<file path="config.mk">
export PLATFORM = sky130hd
export DESIGN_NAME = sign_extend
export DESIGN_NICKNAME = d
export VERILOG_FILES = /design/src/rtl/sign_extend.sv
export SDC_FILE = /design/constraint.sdc
export NUM_CORES = 1
export LEC_CHECK = 0
export CAP_MARGIN = 40
export CORE_ASPECT_RATIO = 1.25
export CORE_MARGIN = 2
export CORE_UTILIZATION = 25
export DETAILED_ROUTE_END_ITERATION = 6
export GPL_TIMING_DRIVEN = 0
export PLACE_DENSITY = 0.67
export REMOVE_ABC_BUFFERS = 1
export SLEW_MARGIN = 20
export SYNTH_ARGS = -nofsm -noshare
export SYNTH_HDL_FRONTEND = slang
export SYNTH_SLANG_ARGS = --single-unit
</file>
<file path="constraint.sdc">
create_clock -name vclk -period 1.8
set_input_delay 0.36 -clock vclk [all_inputs]
set_output_delay 0.36 -clock vclk [all_outputs]
set_load 0.03 [all_outputs]
</file>
<file path="src/rtl/sign_extend.sv">
// Immediate extension unit: sign/zero/upper/byte/branch-offset forms of A onto B.
// Define SIGN_EXTEND_REG_OUT_EN to add one output register stage (latency 1).
module sign_extend #(
    parameter int IN_W  = 16,
    parameter int OUT_W = 32
) (
    input  logic             clk,
    input  logic             rst,
    input  logic [IN_W-1:0]  A,
    input  logic [2:0]       mode,
    input  logic             in_valid,
    output logic [OUT_W-1:0] B,
    output logic             out_valid,
    output logic             sign_bit
);

    logic [OUT_W-1:0] ext_result;
    logic             ext_fill;

    // Modes 110/111 are unused encodings and fall back to plain sign extension.
    always_comb begin
        ext_result = '0;
        ext_fill   = 1'b0;
        case (mode)
            3'b001: begin
                ext_result = {{(OUT_W-IN_W){1'b0}}, A};
            end
            3'b010: begin
                ext_result = {A, {(OUT_W-IN_W){1'b0}}};
            end
            3'b011: begin
                ext_fill   = A[7];
                ext_result = {{(OUT_W-8){A[7]}}, A[7:0]};
            end
            3'b100: begin
                ext_result = {{(OUT_W-8){1'b0}}, A[7:0]};
            end
            3'b101: begin
                ext_fill   = A[IN_W-1];
                ext_result = {{(OUT_W-IN_W-2){A[IN_W-1]}}, A, 2'b00};
            end
            default: begin
                ext_fill   = A[IN_W-1];
                ext_result = {{(OUT_W-IN_W){A[IN_W-1]}}, A};
            end
        endcase
    end

`ifdef SIGN_EXTEND_REG_OUT_EN
    // Result and fill bit only load on qualified cycles so B holds between transactions.
    always_ff @(posedge clk) begin
        if (rst) begin
            B         <= '0;
            sign_bit  <= 1'b0;
            out_valid <= 1'b0;
        end else begin
            out_valid <= in_valid;
            if (in_valid) begin
                B        <= ext_result;
                sign_bit <= ext_fill;
            end
        end
    end
`else
    logic unused_clk_rst;
    assign unused_clk_rst = &{1'b0, clk, rst};

    assign B         = ext_result;
    assign sign_bit  = ext_fill;
    assign out_valid = in_valid;
`endif

endmodule

</file>
== Word-level counts from Yosys, hierarchy flattened ==
Index checks and enable logic that the tools add are counted.

* Add/sub/neg operators: 0
* Multiply operators: 0
* Divide/modulo/power cells: 0
* $lt $le $gt $ge: 0
* Equality and inequality tests: 5
* Shift-type cells: 0
* Multiplexer cells: 2
* Bitwise logic cells: 0
* Reductions and logical operators: 1

{| class="wikitable"
|+ Operators by type and width
! operator !! number
|-
| $pmux 32 s5 || 1
|-
| $eq 3x2->1 const B || 2
|-
| $eq 3x3->1 const B || 2
|-
| $eq 3x1->1 const B || 1
|-
| $reduce_or 3->1 || 1
|-
| $pmux 1 s2 || 1
|}

* Register bits after elaboration: 0
* Latch bits: 0
* Memory bits (writable): 0
* Memory bits (read-only): 0
* Output and inout port bits: 34
* Word-level logic and storage cells: 8
* Memories kept: 0

== Longest topological paths before layout ==
* Depth in word-level cells: 3
* Depth in mapped cells: 6
* Mapped depth without buffers: 3

== Least setup slack after synthesis ==
No wires, ideal clock.

* Path kind: in2out
* Start: in mode[0]
* End: out B[15]
* Data arrival time: 1.609 ns
* Setup slack: -0.169 ns
* Cell stages on the path: 6
* Buffers on the path: 3
* Cell sequence: buf_4 > and2_1 > buf_6 > buf_6 > a22oi_1 > o21ai_0

* Cells in the longest elaborated chain, start to end: 2

{| class="wikitable"
|+ Ends and longest elaborated chain
! element !! line !! source
|-
| start, declared || 10 || <nowiki>input logic [2:0] mode,</nowiki>
|-
| $eq 3x3->1 (tied with other cells) || 24 || <nowiki>case (mode)</nowiki>
|-
| $pmux 32 s5 (*) || 24 ||
|-
| end, declared || 12 || <nowiki>output logic [OUT_W-1:0] B,</nowiki>
|}

Every way passes the cells marked *; elsewhere a longest branch is shown, timed or not.

== Worst setup path in the final report ==
* Start: in mode[0]
* End: out B[25]

The elaborated chain is that of the path after synthesis.

==> flow_metrics.py <==
metrics = {
    "drt": {
        "drcViolationCount": 0,
        "routed-via-count": 1037,
        "vias_per_cell": 5.26,
        "first_pass_iters": 4,
        "drt_wl_total_um": 2960,
        "antenna_left": 0,
        "wl_per_cell_um": 15.0,
        "drtIter0Drc": 16,
    },
    "setup_path": {
        "crit_type": "primary input to output pin",
        "crit_end": "B[25]",
        "slowest_delay_ns": 0.30,
        "crit_path_top_delay_cell": "o21ai_4",
        "timing.critical_path.mode_cell": "buf_12",
        "cp_max_fo": 8,
        "end_kind": "output pin",
        "cp-start-kind": "primary input",
        "crit_required_ns": 1.44,
        "arrival_ns": 1.43,
        "cp-startpoint": "mode[0]",
        "path_cells": "buf_12, buf_12, and2_4, o21ai_4, nand3_1, buf_6",
    },
    "pwr": {
        "comb_power_share": 1.000,
        "pwr-share-clk": 0,
        "vdd_drop_max_uv": 268,
        "pwr-share-seq": 0,
        "p_leak_nw": 0.621,
        "finalPower_w": 0.000535,
        "power.internal_w": 0.000224,
        "p_sw_frac": 0.580,
        "p_switching_w": 0.000310,
        "powerDensity_nw_per_um2": 395,
    },
    "run_status": {
        "status": "completed",
    },
    "logic_synthesis": {
        "synth_compound_area_frac": 0.413,
        "synth-simple-area-share": 0.401,
        "synthCells": 108,
        "syn_avg_cell_area_um2": 5.80,
        "synth_xor_area_frac": 0.0140,
        "muxShareOfSynthArea": 0,
        "synth_top_family_by_area": "compound AO/OA/AOI/OAI gates",
        "seq_area_frac_synth": 0,
        "yosys_warnings": 0,
        "yosysUniqueCellTypes": 27,
        "syn_area_um2": 627,
        "synth_fa_ha_area_frac": 0,
    },
    "global_route": {
        "overflow": 0,
        "grt_pass1_vias": 888,
        "grt_pass1_wl_um": 4110,
        "gr-usage-all-layers": 0.173,
        "grt_max_degree": 21,
        "antenna_found_initial": 0,
    },
    "floorplan": {
        "core_area_um2": 2400,
        "dieArea_um2": 2930,
        "rows": 20,
        "start_util": 0.261,
        "die_w_um": 48.8,
        "ios": 56,
        "die_height_um": 60.0,
    },
    "timing": {
        "timing_hold_violations_final": 0,
        "worst_slack_ns": 0.0124,
        "slew_violations": 0,
        "worst-slew-pin-transition_ns": 0.332,
        "fmax_mhz": 559,
        "period_needed_ns": 1.79,
        "rsz0062_at_grt": "true",
        "post-route-period-util": 0.993,
        "tns_ns": 0,
        "max-slew-margin-rel": 0.778,
        "setup_viol": 0,
    },
    "cells_and_area": {
        "nFillCells": 238,
        "drive_gt1_frac": 0.476,
        "final_cell_mix": "nand2_1 (26), buf_4 (22), a21oi_1 (16), clkdlybuf4s50_1 (13)",
        "antenna_cells": 0,
        "multi_input_area_um2": 649,
        "nets": 188,
        "instances_no_fill": 197,
        "regArea_um2": 0,
        "layout_commonest_cell": "nand2_1",
        "area_growth_pct": 116,
        "clkbuf_count": 0,
        "seq_cells": 0,
    },
    "flow_run": {
        "maxCapViolCount": 0,
    },
    "place": {
        "post-place-ws_ns": -1.57,
        "hpwl_um": 1670,
        "place_inst": 180,
        "finalWeightedCongestion": 0.723,
        "port_buffers": 52,
    },
    "worst_hold_path": {
        "hp-class": "primary input to output pin",
    },
    "clocking": {
        "holdBufCountCts": 0,
    },
}
==> routing by layer <==
layer,vias to the layer above,global-route usage,wire (µm),share of wire
met5,-,0,0,0
li1,512,-,-,-
met3,5,0.0325,212,0.072
met2,43,0.327,1510,0.51
met4,0,0.0245,44,0.015
met1,477,0.208,1190,0.40
==> worst max-delay path, delay by kind of cell <==
kind,cells,cell delay [ns]
AO/OA/AOI/OAI,1,0.30
buffers and inverters,3,0.41
AND/OR/NAND/NOR,2,0.35
==> layout make-up <==
type / instances / share of cell area
Multi-Input combinational cell: 95 / 0.479
Inverter: 1 / 0.00277
Timing Repair Buffer: 68 / 0.488
Tap cell: 33 / 0.0305
==> metrics by stage <==
stage / cell area [µm²] / utilization / hold WS (ns)
after floorplan: 523 / - / 0.720
after global placement: 1080 / 0.452 / 0.720
after detailed placement: 1100 / 0.458 / 0.720
after CTS: 1160 / 0.481 / 0.720
after global routing: 1360 / 0.564 / 0.720
final: 1360 / 0.564 / 0.720
==> power groups by stage <==
stage                     sequential (W)  clock (W)  combinational, W
after detailed placement               0          0          0.000481
after global routing                   0          0          0.000565
final                                  0          0          0.000535
after global placement                 0          0          0.000477
after floorplan                        0          0          0.000251
after CTS                              0          0          0.000475
==> cell usage after synthesis, drive strengths merged, types with 2 or more instances <==
| cell | count | share of area |
|---|---|---|
| o22ai | 6 | 0.060 |
| and3 | 2 | 0.020 |
| a221oi | 6 | 0.084 |
| nand2 | 26 | 0.16 |
| clkbuf | 2 | 0.012 |
| nor3b | 2 | 0.032 |
| and2 | 2 | 0.020 |
| nor2b | 2 | 0.020 |
| a21oi | 18 | 0.14 |
| o21ai | 7 | 0.092 |
| nand3 | 13 | 0.10 |
| buf | 12 | 0.15 |
==> cell families (layout without fill, tap and decap cells) <==
logic type,count (synthesis),count (layout)
XOR/XNOR,1,1
AO/OA/AOI/OAI,40,41
buffers and inverters,15,69
AND/OR/NAND/NOR,52,53
==> worst min-delay path by stage <==
stage	startpoint	endpoint	slack, ns	cells after the start
after global routing	in_valid	out_valid	0.72	0
after global placement	in_valid	out_valid	0.72	0
after floorplan	in_valid	out_valid	0.72	0
final	in_valid	out_valid	0.72	0
after CTS	in_valid	out_valid	0.72	0
after detailed placement	in_valid	out_valid	0.72	0
==> repair_timing <==
action | CTS | global route
pin swaps | 5 | 4
setup buffers | 11 | 2
cloned | 2 | 2
endpoints found under the setup margin | 33 | 30
gates resized for setup | 205 | 45
Power figures use the tool's default switching activity.
